File: config.mk
export PLATFORM = sky130hd
export DESIGN_NAME = jtopl_pg_acc_flat
export DESIGN_NICKNAME = d
export VERILOG_FILES = /design/src/rtl/jtopl_pg_pkg.sv /design/src/rtl/jtopl_pg_acc_if.sv /design/src/rtl/jtopl_pg_store.sv /design/src/rtl/jtopl_pg_acc.sv /design/src/flat_wrapper.sv
export SDC_FILE = /design/constraint.sdc
export NUM_CORES = 1
export LEC_CHECK = 0
export ABC_CLOCK_PERIOD_IN_PS = 35400
export CORE_ASPECT_RATIO = 1.1
export CORE_MARGIN = 5
export CORE_UTILIZATION = 62
export DETAILED_ROUTE_END_ITERATION = 6
export PLACE_DENSITY = 0.84
export SLEW_MARGIN = 0
export SYNTH_ARGS = -nofsm -noshare
export SYNTH_HDL_FRONTEND = slang
export SYNTH_HIERARCHICAL = 1
export SYNTH_SLANG_ARGS = --single-unit
File: constraint.sdc
create_clock -name clk -period 35.4 [get_ports clk]
set_clock_uncertainty 0.15 [all_clocks]
set_input_delay 5.31 -clock clk [delete_from_list [all_inputs] [get_ports clk]]
set_output_delay 5.31 -clock clk [all_outputs]
set_load 0.02 [all_outputs]
File: src/rtl/jtopl_pg_pkg.sv
// Shared sizes and helpers for the phase accumulator slice.
// Included by jtopl_pg_acc_if, jtopl_pg_store and jtopl_pg_acc.
package jtopl_pg_pkg;
   localparam int SLOTS = 18;
   localparam int PHW   = 20;
   localparam int INCW  = 17;
   localparam int SW    = 5;

   localparam logic [SW-1:0] LAST = 5'(SLOTS - 1);

   function automatic logic [SW-1:0] next_slot(
      input logic [SW-1:0] s
   );
      return (s == LAST) ? '0 : s + 5'd1;
   endfunction
endpackage

File: src/rtl/jtopl_pg_acc_if.sv
// Link between the phase accumulator and the sum stage.
// master = accumulator side, slave = sum stage side.
interface jtopl_pg_acc_if;
   import jtopl_pg_pkg::*;

   logic [INCW-1:0] phinc_II;
   logic [PHW-1:0]  phase_II;
   logic            pg_rst_II;
   logic [PHW-1:0]  phase_out_II;
   logic [9:0]      phase_op_II;

   modport master (
      output phinc_II,
      output phase_II,
      output pg_rst_II,
      input  phase_out_II,
      input  phase_op_II
   );

   modport slave (
      input  phinc_II,
      input  phase_II,
      input  pg_rst_II,
      output phase_out_II,
      output phase_op_II
   );
endinterface

File: src/rtl/jtopl_pg_store.sv
// SLOTS x PHW circulating phase store with head, tail and optional peek.
// Peek read mux exists only when JTOPL_PG_PEEK_EN is defined.
module jtopl_pg_store
   import jtopl_pg_pkg::*;
(
   input  logic           clk,
   input  logic           rst,
   input  logic           cen,
   input  logic [PHW-1:0] tail,
   output logic [PHW-1:0] head,
   input  logic [SW-1:0]  slot_II,
   input  logic [SW-1:0]  peek_slot,
   output logic [PHW-1:0] peek_phase
);
   logic [PHW-1:0] mem [SLOTS];

   always_ff @(posedge clk or posedge rst) begin
      if (rst) begin
         for (int i = 0; i < SLOTS; i++)
            mem[i] <= '0;
      end else if (cen) begin
         for (int i = 0; i < SLOTS - 1; i++)
            mem[i] <= mem[i+1];
         mem[SLOTS-1] <= tail;
      end
   end

   assign head = mem[0];

`ifdef JTOPL_PG_PEEK_EN
   // mem[i] holds slot (slot_II + i) mod SLOTS
   logic [SW:0] off;

   always_comb begin
      peek_phase = '0;
      off = {1'b0, peek_slot} + 6'(SLOTS)
          - {1'b0, slot_II};
      if (off >= 6'(SLOTS))
         off = off - 6'(SLOTS);
      if ({1'b0, peek_slot} < 6'(SLOTS))
         peek_phase = mem[off[SW-1:0]];
   end
`else
   logic unused_peek;
   assign unused_peek = ^{peek_slot, slot_II};
   assign peek_phase  = '0;
`endif
endmodule

File: src/rtl/jtopl_pg_acc.sv
// Phase accumulator around the sum stage: slot counter, key-on edges, store.
// Optional debug read port enabled by JTOPL_PG_PEEK_EN.
module jtopl_pg_acc
   import jtopl_pg_pkg::*;
(
   input  logic            clk,
   input  logic            rst,
   input  logic            cen,
   input  logic            zero,
   input  logic            keyon_I,
   input  logic [INCW-1:0] phinc_I,
   jtopl_pg_acc_if.master  pg,
   output logic [9:0]      phase_op_III,
   output logic [SW-1:0]   slot_II,
   output logic            sync_err,
   input  logic [SW-1:0]   peek_slot,
   output logic [PHW-1:0]  peek_phase
);
   logic [SW-1:0]    cnt;
   logic [SW-1:0]    slot_I;
   logic [SLOTS-1:0] kon_hist;
   logic [PHW-1:0]   head;

   // zero resyncs stage I to slot 0 in the same cycle
   assign slot_I = zero ? '0 : cnt;

   always_ff @(posedge clk or posedge rst) begin
      if (rst) begin
         cnt          <= '0;
         kon_hist     <= '0;
         sync_err     <= 1'b0;
         slot_II      <= '0;
         phase_op_III <= '0;
         pg.phinc_II  <= '0;
         pg.pg_rst_II <= 1'b0;
      end else if (cen) begin
         cnt <= next_slot(slot_I);
         if (zero && cnt != '0)
            sync_err <= 1'b1;
         pg.pg_rst_II     <= keyon_I & ~kon_hist[slot_I];
         kon_hist[slot_I] <= keyon_I;
         pg.phinc_II      <= phinc_I;
         slot_II          <= slot_I;
         phase_op_III     <= pg.phase_op_II;
      end
   end

   jtopl_pg_store u_store (
      .clk        (clk),
      .rst        (rst),
      .cen        (cen),
      .tail       (pg.phase_out_II),
      .head       (head),
      .slot_II    (slot_II),
      .peek_slot  (peek_slot),
      .peek_phase (peek_phase)
   );

   assign pg.phase_II = head;
endmodule

File: src/flat_wrapper.sv
// flat-port wrapper written by rule: the top's interface ports become plain ports
module jtopl_pg_acc_flat import jtopl_pg_pkg::*;
  (clk, rst, cen, zero, keyon_I, phinc_I, phase_op_III, slot_II, sync_err, peek_slot, peek_phase, pg_phinc_II, pg_phase_II, pg_pg_rst_II, pg_phase_out_II, pg_phase_op_II);
  jtopl_pg_acc_if pg_i ();
  input  logic clk;
  input  logic rst;
  input  logic cen;
  input  logic zero;
  input  logic keyon_I;
  input  logic [INCW-1:0] phinc_I;
  output logic [9:0] phase_op_III;
  output logic [SW-1:0] slot_II;
  output logic sync_err;
  input  logic [SW-1:0] peek_slot;
  output logic [PHW-1:0] peek_phase;
  output wire logic [$bits(pg_i.phinc_II)-1:0] pg_phinc_II;
  output wire logic [$bits(pg_i.phase_II)-1:0] pg_phase_II;
  output wire logic [$bits(pg_i.pg_rst_II)-1:0] pg_pg_rst_II;
  input wire logic [$bits(pg_i.phase_out_II)-1:0] pg_phase_out_II;
  input wire logic [$bits(pg_i.phase_op_II)-1:0] pg_phase_op_II;
  assign pg_phinc_II = pg_i.phinc_II;
  assign pg_phase_II = pg_i.phase_II;
  assign pg_pg_rst_II = pg_i.pg_rst_II;
  assign pg_i.phase_out_II = pg_phase_out_II;
  assign pg_i.phase_op_II = pg_phase_op_II;
  jtopl_pg_acc u_core (.clk(clk), .rst(rst), .cen(cen), .zero(zero), .keyon_I(keyon_I), .phinc_I(phinc_I), .pg(pg_i), .phase_op_III(phase_op_III), .slot_II(slot_II), .sync_err(sync_err), .peek_slot(peek_slot), .peek_phase(peek_phase));
endmodule
==> impl_metrics.py, run 1 <==
metrics = {
    "clock_network": {
        "cts_setup_buffers": 0,
        "cts_resized": 0,
        "root_buffer": "clkbuf_16",
        "clk_path_buf_depth": 3,
        "htree_levels": 2,
        "tritoncts": "yes",
        "cts_sinks": 417,
        "cts_inserted_buffers": 41,
        "hold_buffers": 0,
        "clk_pin_slew_ns": 0.06,
        "clk_latency_ns": 0.52,
    },
    "global_routing": {
        "grt_overflow_total": 0,
        "grt_pass1_wl_mm": 42.78,
        "grt_pass1_vias": 8529,
        "antenna_found_initial": 0,
        "track_usage_pct": 16.94,
        "grt_max_degree": 172,
    },
    "worst_hold_path": {
        "hold_class": "register to register",
        "holdPathEnd": "u_core/sync_err$_DFFE_PP0P_",
        "min_from": "u_core/sync_err$_DFFE_PP0P_",
        "whs_path_depth": 1,
    },
    "critical_path": {
        "cp.required_ns": 35.65,
        "crit_fanout": 19,
        "critPathArrivalTime_ns": 7.69,
        "worst-r2r-setup-slack_ns": 33.01,
        "reg2reg_to": "u_core/kon_hist[11]$_DFFE_PP0P_",
        "reg2reg_from": "u_core/cnt[1]$_DFFE_PP0P_",
        "r2r.worst_path.cells": 6,
        "start_kind": "primary input",
        "critPathKind": "primary input to register",
        "endpoint_kind": "register",
    },
    "sta": {
        "fmax_mhz": 134.3,
        "hold_violations": 0,
        "grt_setup_unrepaired": "false",
        "slew_headroom_pct": 25.12,
        "setup_viol": 0,
        "min_period_over_period_pct": 21.03,
        "fin_tns_setup_ns": 0,
        "period_needed_ns": 7.444,
        "slew_viol_final": 0,
        "worstMarginPinSlew_ns": 1.123,
    },
    "cells_and_area": {
        "seqCellArea_mm2": 0.01044,
        "final_nets": 1158,
        "n_antenna_cell": 0,
        "fill_cells": 1652,
        "area.growth.synth_to_final_pct": 13.56,
        "fin_util_pct": 71.53,
        "layout_commonest_cell": "dfrtp_1",
        "drive_gt1_share_pct": 43.96,
        "multi_input_area_mm2": 0.005244,
        "final_cell_mix": "dfrtp_1 (417), mux2_2 (408), clkdlybuf4s50_1 (104)",
    },
    "synthesis": {
        "yosys_warnings": 6,
        "syn_area_mm2": 0.01647,
        "synthDistinctLibCells": 42,
        "ys_ff_latch": 417,
        "yosys.area.top_type": "dfrtp_1",
        "async_reset_ff_share_pct": 100.0,
        "syn_area_per_cell_um2": 16.16,
        "synth_area_leaders": "dfrtp_1 (63%), mux2_2 (28%), buf_6 (2.5%)",
        "post-synth-top-area-fraction_pct": 63.37,
        "yosysSeqAreaShare_pct": 63.37,
        "ys.flop_type": "dfrtp_1",
        "synthCells": 1019,
        "synth_edf_count": 0,
    },
    "route": {
        "drcViolationCount": 0,
        "ant_nets": 0,
        "first_pass_iters": 4,
        "drt-total-wl_mm": 23.93,
        "wl_per_cell_um": 16.19,
        "routed-via-count": 7904,
        "via_per_inst": 5.348,
        "drt-initial-drc-count": 676,
    },
    "placement": {
        "dp_hpwl_mm": 13.54,
        "io_buffers": 105,
        "gp_congestion": 0.8398,
    },
    "flow_run": {
        "maxCapViolations": 0,
    },
    "pwr": {
        "swShare_pct": 24.57,
        "cellLeakagePower_nw": 8.150,
        "vdd_drop_max_v": 0.00004052,
        "p_seq_share_pct": 51.0,
        "p_sw_mw": 0.3555,
        "power_frac_comb_pct": 18.4,
        "power.total_mw": 1.447,
        "p_per_area_mw_per_mm2": 77.37,
        "clkPwrFrac_pct": 30.6,
        "internal_power_mw": 1.091,
    },
    "status": {
        "status": "complete, no violations",
    },
    "floorplan": {
        "row_count": 62,
        "pin_count": 131,
        "die_area_mm2": 0.02992,
        "core-area_mm2": 0.02614,
        "chipHeight_um": 180.9,
        "die_x_um": 165.4,
        "initial_core_util_pct": 62.99,
    },
}
[final cells by class]
cell class | instances | area share, %
clock inverters | 13 | 0.9033
flip-flops and latches | 417 | 55.80
inverters | 11 | 0.2743
clock buffers | 59 | 6.664
well taps | 352 | 2.355
repair buffers | 111 | 5.955
multi-input cells | 515 | 28.04
[cell usage after synthesis, drive strengths merged (2+ instances only)]
cell type / n
a21oi: 2
buf: 91
clkbuf: 4
dfrtp: 417
ha: 4
inv: 11
mux2: 410
mux2i: 3
nand2: 11
nand2b: 4
nand3: 6
nand3b: 2
nor2: 25
nor2b: 2
nor3: 2
nor4: 2
o21ai: 3
o21bai: 3
o22ai: 3
[power groups by stage]
stage	Sequential [mW]	Clock [mW]	Combinational (mW)
global route	0.760	0.478	0.293
finish	0.737	0.443	0.266
global placement	0.732	0	0.253
CTS	0.739	0.456	0.271
detailed placement	0.745	0	0.266
floorplan	0.716	0	0.227
[per-layer routing]
layer  track usage (%)  vias to the layer above  wire, µm
met4             4.785                        0       431
met3             4.284                       39      1372
met2             26.05                      172     11450
met5                 0                        -         0
met1             24.36                     4011     10680
li1                  -                     3682         -
[registers in the layout (all words and copies together) (netlist names)]
register             cells
u_core/phase_op_III     10
u_core/u_store/mem     340
u_core/sync_err          1
u_core/cnt               5
u_core/pg.pg_rst_II      1
u_core/kon_hist         18
u_core/pg.phinc_II      17
u_core/u_store/head     20
u_core/slot_II           5
[logic make-up after synthesis]
kind of cell	Yosys count	synth area share [%]
other	1	0.02277
AOI/OAI and AO/OA	21	0.9498
buffers and inverters	106	5.220
adders and majority gates	4	0.3039
DFF	417	63.37
muxes	414	28.40
and+or+nand+nor	56	1.732
[worst max path at each step]
stage / depth (start not counted) / end / slack, ns / start
2_1_floorplan: 1 / u_core/u_store/head[0]$_DFFE_PP0P_ / 19.95 / rst
3_5_place_dp: 3 / u_core/u_store/mem[134]$_DFFE_PP0P_ / 27.56 / cen
5_1_grt: 6 / u_core/kon_hist[15]$_DFFE_PP0P_ / 27.89 / zero
6_report: 6 / u_core/kon_hist[11]$_DFFE_PP0P_ / 27.96 / zero
4_1_cts: 6 / u_core/kon_hist[11]$_DFFE_PP0P_ / 28.05 / zero
3_3_place_gp: 3 / u_core/u_store/mem[19]$_DFFE_PP0P_ / 27.59 / cen
[worst max-delay path: stages]
cell and delay (ns):
clkdlybuf4s50_1 0.76, nor2_1 0.52, ha_1 0.30, nand2_1 0.18, nor2_1 0.25, mux2_2 0.37
[through the flow]
| stage | worst slack (ns) | hold WS (ns) | cell area (µm²) | std cells |
|---|---|---|---|---|
| after detailed placement | 27.56 | 0.3100 | 17280 | 1406 |
| after CTS | 28.05 | 0.3282 | 18700 | 1478 |
| final | 27.96 | 0.3217 | 18700 | 1478 |
| after floorplan | 19.95 | 0.3240 | 16540 | 1038 |
| after global placement | 27.59 | 0.3021 | 17280 | 1406 |
| after global routing | 27.89 | 0.3521 | 18700 | 1478 |
Note: power is estimated with default switching activity, not from simulation.
==> inputs of run 2 (changes only) <==
- ABC_CLOCK_PERIOD_IN_PS: 35400 -> 6900
- CORE_UTILIZATION: 62 -> 58
- PLACE_DENSITY: 0.84 -> 0.79
- clock period: 35.4 -> 6.9 ns (I/O delays scaled with it)
==> run 2 against run 1 <==
Clock-buffer cell count grew 7. Core utilization shrank 4.9 points. Die area up 6.5%. Largest cell class unchanged.
==> impl_metrics.py, run 2 (same netlist as run 1, synthesis figures left out) <==
metrics = {
    "critical_path": {
        "cp_slowest_stage_delay_ns": 0.75,
        "r2r.worst_path.cells": 6,
        "worst-r2r-setup-slack_ns": 4.57,
        "reg2reg_to": "u_core/kon_hist[11]$_DFFE_PP0P_",
        "start_kind": "primary input",
        "reg2reg_from": "u_core/cnt[1]$_DFFE_PP0P_",
        "critPathArrivalTime_ns": 3.37,
        "cp.required_ns": 7.16,
        "crit_chain": "clkdlybuf4s50_1 > nor2_1 > ha_1 > nand2_1 > nor2_1 > mux2_2",
        "crit_top_cell": "nor2_1",
        "critPathKind": "primary input to register",
        "crit_fanout": 19,
        "slowest_stage": "clkdlybuf4s50_1",
        "endpoint_kind": "register",
    },
    "cells_and_area": {
        "area.growth.synth_to_final_pct": 13.04,
        "final_nets": 1158,
        "layout_commonest_cell": "dfrtp_1",
        "drive_gt1_share_pct": 43.17,
        "multi_input_area_mm2": 0.005244,
        "top_register": "u_core/u_store/mem",
        "seqCellArea_mm2": 0.01044,
        "largest_reg_flops": 340,
        "fill_cells": 1929,
        "final_cell_mix": "dfrtp_1 (417), mux2_2 (408), clkdlybuf4s50_1 (104)",
        "fin_cells": 1491,
        "n_antenna_cell": 0,
    },
    "sta": {
        "slew_headroom_pct": 33.16,
        "grt_setup_unrepaired": "false",
        "worstMarginPinSlew_ns": 1.003,
        "setup_viol": 0,
        "min_period_over_period_pct": 45.18,
        "period_needed_ns": 3.118,
        "hold_violations": 0,
        "fin_tns_setup_ns": 0,
        "slew_viol_final": 0,
        "fmax_mhz": 320.8,
    },
    "route": {
        "drcViolationCount": 0,
        "drt-total-wl_mm": 22.51,
        "wl_per_cell_um": 15.09,
        "first_pass_iters": 4,
        "via_per_inst": 5.259,
        "drt-initial-drc-count": 481,
        "routed-via-count": 7841,
        "ant_nets": 0,
    },
    "global_routing": {
        "grt_max_degree": 198,
        "grt_pass1_vias": 8274,
        "antenna_found_initial": 0,
        "track_usage_pct": 14.72,
        "grt_overflow_total": 0,
        "grt_pass1_wl_mm": 40.50,
    },
    "pwr": {
        "cellLeakagePower_nw": 8.077,
        "p_per_area_mw_per_mm2": 387.4,
        "vdd_drop_max_v": 0.0002210,
    },
    "floorplan": {
        "die_area_mm2": 0.03186,
        "initial_core_util_pct": 58.92,
        "core-area_mm2": 0.02795,
        "die_x_um": 170.7,
        "row_count": 64,
        "pin_count": 131,
        "chipHeight_um": 186.7,
    },
    "clock_network": {
        "htree_levels": 2,
        "root_buffer": "clkbuf_16",
        "tritoncts": "yes",
        "clk_path_buf_depth": 3,
        "clk_pin_slew_ns": 0.06,
        "clk_latency_ns": 0.53,
        "hold_buffers": 0,
        "cts_setup_buffers": 0,
        "cts_sinks": 417,
        "cts_resized": 0,
        "cts_inserted_buffers": 41,
    },
    "flow_run": {
        "maxCapViolations": 0,
    },
    "worst_hold_path": {
        "holdPathEnd": "u_core/sync_err$_DFFE_PP0P_",
        "hold_class": "register to register",
        "min_from": "u_core/sync_err$_DFFE_PP0P_",
        "whs_path_depth": 1,
    },
    "placement": {
        "placedCellCount": 1417,
        "io_buffers": 105,
        "dp_hpwl_mm": 13.14,
        "gp_congestion": 0.8073,
    },
    "status": {
        "status": "complete, no violations",
    },
}
-- run 2: cell types whose count changed in the layout (fill, tap and decap cells not counted), sizes merged --
| cell | change |
|---|---|
| clkinv | -4 |
| clkinvlp | +3 |
| bufinv | -4 |
| clkbuf | +7 |
-- run 2: how the worst max path moves through the flow --
| stage | to | slack [ns] | startpoint |
|---|---|---|---|
| 6_report | u_core/kon_hist[11]$_DFFE_PP0P_ | 3.78 | zero |
| 3_5_place_dp | u_core/kon_hist[17]$_DFFE_PP0P_ | 3.34 | zero |
| 5_1_grt | u_core/kon_hist[11]$_DFFE_PP0P_ | 3.71 | zero |
| 4_1_cts | u_core/kon_hist[11]$_DFFE_PP0P_ | 3.86 | zero |
| 3_3_place_gp | u_core/kon_hist[17]$_DFFE_PP0P_ | 3.38 | zero |
| 2_1_floorplan | u_core/u_store/head[0]$_DFFE_PP0P_ | 0.89 | rst |
-- run 2: worst max-delay path: cells and delay by family --
kind	cells	cell delay [ns]
adder cells (fa/ha/maj)	1	0.29
buffers and inverters	1	0.75
multiplexers	1	0.36
AND/OR/NAND/NOR	3	0.93
-- run 2: per-stage QoR --
step	cell area, µm²	utilization (%)	setup slack [ns]	total power [mW]	hold WS, ns
finish	18610	66.61	3.782	7.211	0.3245
global route	18610	66.61	3.706	7.659	0.3465
CTS	18610	66.61	3.858	7.324	0.3288
detailed placement	17320	61.97	3.339	5.169	0.3114
floorplan	16540	-	0.8887	4.838	0.3240
global placement	17320	61.97	3.377	5.059	0.3010
-- run 2: area by class of cell --
class                           count  area share (%)
Clock inverter                      8          0.2823
Multi-Input combinational cell    515           28.17
Clock buffer                       66           6.675
Inverter                           11          0.2554
Timing Repair Buffer              111           6.117
Sequential cell                   417           56.06
Tap cell                          363           2.440
-- run 2: metal layers --
metal	global-route usage (%)	share of wire (%)	routed length [µm]	up-vias
met4	4.424	2.4	536	0
li1	-	-	-	3667
met2	21.18	44	9843	153
met1	21.94	48	10710	3976
met3	4.381	6.3	1409	45
met5	0	0	0	-
-- run 2: report_power, final --
group          total (mW)  internal (mW)  switching [mW]  leakage (nW)
logic                1.34          0.868           0.476          2.43
registers            3.77           3.33           0.440          5.02
clock network        2.10           1.23           0.864         0.630
==> inputs of run 3 (changes only) <==
- ABC_CLOCK_PERIOD_IN_PS: 6900 -> 3100
- clock period: 6.9 -> 3.1 ns (I/O delays scaled with it)
==> run 3 against run 2 <==
Power increased by 130%. Largest cell class unchanged. Worst setup slack got worse by 2.9 ns. Clock-buffer cell count decreased by 4. Core utilization increased by 0.85 points.
==> impl_metrics.py, run 3 (same netlist as run 1, synthesis figures left out) <==
metrics = {
    "sta": {
        "period_needed_ns": 2.239,
        "worstMarginPinSlew_ns": 0.7415,
        "min_period_over_period_pct": 72.23,
        "final.setup.worst_slack_ns": 0.8608,
        "setup_viol": 0,
        "slew_viol_final": 0,
        "holdWs_ns": 0.2205,
        "grt_setup_unrepaired": "false",
        "hold_violations": 0,
        "fmax_mhz": 446.6,
        "slew_headroom_pct": 50.46,
    },
    "clock_network": {
        "cts_inserted_buffers": 41,
        "cts_setup_buffers": 0,
        "clk_latency_ns": 0.52,
        "clk_path_buf_depth": 3,
        "tritoncts": "yes",
        "clk_pin_slew_ns": 0.06,
        "cts_resized": 0,
        "root_buffer": "clkbuf_16",
        "hold_buffers": 0,
        "htree_levels": 2,
        "cts_sinks": 417,
    },
    "pwr": {
        "cellLeakagePower_nw": 8.209,
        "p_per_area_mw_per_mm2": 861.8,
        "p_sw_mw": 4.004,
        "power.total_mw": 16.25,
        "p_seq_share_pct": 51.7,
        "swShare_pct": 24.64,
        "vdd_drop_max_v": 0.0005275,
        "internal_power_mw": 12.24,
        "clkPwrFrac_pct": 29.6,
        "power_frac_comb_pct": 18.7,
    },
    "critical_path": {
        "slowest_stage": "dfrtp_1",
        "critPathArrivalTime_ns": 2.49,
        "cp_slowest_stage_delay_ns": 0.48,
        "crit_top_cell": "inv_1",
        "crit_fanout": 7,
        "critPathKind": "register to register",
        "reg2reg_from": "u_core/cnt[1]$_DFFE_PP0P_",
        "start_kind": "register",
        "critPathLaunch": "u_core/cnt[1]$_DFFE_PP0P_",
        "endpoint_kind": "register",
        "crit_chain": "inv_1 > nor2_1 > inv_1 > ha_1 > and2_1 > nand2_2 > mux2_4",
        "cp.required_ns": 3.35,
        "path_buf_inv": 2,
        "cp_top_family": "simple AND/OR/NAND/NOR gates",
    },
    "floorplan": {
        "initial_core_util_pct": 58.92,
        "die_area_mm2": 0.03186,
        "die_x_um": 170.7,
        "core-area_mm2": 0.02795,
        "row_count": 64,
        "chipHeight_um": 186.7,
        "pin_count": 131,
    },
    "route": {
        "ant_nets": 0,
        "drt-initial-drc-count": 339,
        "via_per_inst": 5.274,
        "drt-total-wl_mm": 23.40,
        "first_pass_iters": 4,
        "drcViolationCount": 0,
        "routed-via-count": 7921,
        "wl_per_cell_um": 15.58,
    },
    "placement": {
        "gp_congestion": 0.8476,
        "io_buffers": 105,
        "dp_hpwl_mm": 14.47,
        "place_area_mm2": 0.01751,
        "pre_cts_ws_ns": 0.6098,
    },
    "status": {
        "status": "complete, no violations",
    },
    "cells_and_area": {
        "final_nets": 1172,
        "drive_gt1_share_pct": 44.29,
        "area.growth.synth_to_final_pct": 14.48,
        "final_cell_mix": "dfrtp_1 (417), mux2_2 (408), clkdlybuf4s50_1 (104)",
        "stdcell_area_mm2": 0.01885,
        "largest_reg_flops": 340,
        "fin_util_pct": 67.46,
        "layout_commonest_cell": "dfrtp_1",
        "fill_cells": 1890,
        "top_register": "u_core/u_store/mem",
    },
    "global_routing": {
        "track_usage_pct": 15.14,
        "grt_pass1_vias": 8439,
        "grt_pass1_wl_mm": 41.41,
        "grt_max_degree": 106,
        "antenna_found_initial": 0,
        "grt_overflow_total": 0,
    },
    "worst_hold_path": {
        "min_from": "cen",
        "hold_class": "primary input to register",
    },
    "flow_run": {
        "maxCapViolations": 0,
    },
}
[run 3: routing by layer]
layer	GRT usage, %	share of wire (%)	vias up	routed length, µm
met5	0	0	-	0
met4	3.656	1.6	0	384
met3	4.402	6.5	29	1515
met2	23.30	46	161	10760
met1	21.61	46	4035	10740
li1	-	-	3696	-
[run 3: path summary, 6_finish.rpt]
| check | cells after the start | slack [ns] | end |
|---|---|---|---|
| hold reg to reg | 1 | 0.32 | u_core/sync_err$_DFFE_PP0P_ |
| min in group asynchronous | 2 | 0.32 | u_core/u_store/mem[30]$_DFFE_PP0P_ |
| max in group asynchronous | 3 | 1.70 | u_core/u_store/mem[299]$_DFFE_PP0P_ |
| setup / recovery | 7 | 0.86 | u_core/kon_hist[17]$_DFFE_PP0P_ |
| hold / removal | 2 | 0.22 | u_core/slot_II[3]$_DFFE_PP0P_ |
| setup reg to reg | 7 | 0.86 | u_core/kon_hist[17]$_DFFE_PP0P_ |
[run 3: through the flow]
step / instances / TNS, ns
after floorplan: 1038 / -842.86
after global placement: 1431 / 0
after detailed placement: 1431 / 0
after CTS: 1501 / 0
after global routing: 1501 / 0
final: 1502 / 0
[run 3: worst reg2reg max path, stage by stage (launching register included)]
cell and delay (ns):
dfrtp_1 0.48, inv_1 0.16, nor2_1 0.37, inv_1 0.12, ha_1 0.21, and2_1 0.23
nand2_2 0.11, mux2_4 0.29
[run 3: power groups by stage]
| stage | logic (mW) | registers, mW | clock network [mW] |
|---|---|---|---|
| 2_1_floorplan | 2.59 | 8.18 | 0 |
| 3_3_place_gp | 2.92 | 8.38 | 0 |
| 3_5_place_dp | 3.07 | 8.52 | 0 |
| 4_1_cts | 3.10 | 8.44 | 4.96 |
| 5_1_grt | 3.34 | 8.67 | 5.18 |
| 6_report | 3.04 | 8.41 | 4.80 |
[run 3: final cells by class]
cell class | instances | area [µm²] | share of cell area [%]
multi-input combinational | 515 | 5244 | 27.82
antenna | 1 | 2.502 | 0.01327
clock buffer | 62 | 1257 | 6.670
timing repair buffer | 125 | 1331 | 7.062
tap | 363 | 454.2 | 2.409
clock inverter | 8 | 80.08 | 0.4248
inverter | 11 | 47.55 | 0.2522
sequential | 417 | 10440 | 55.35
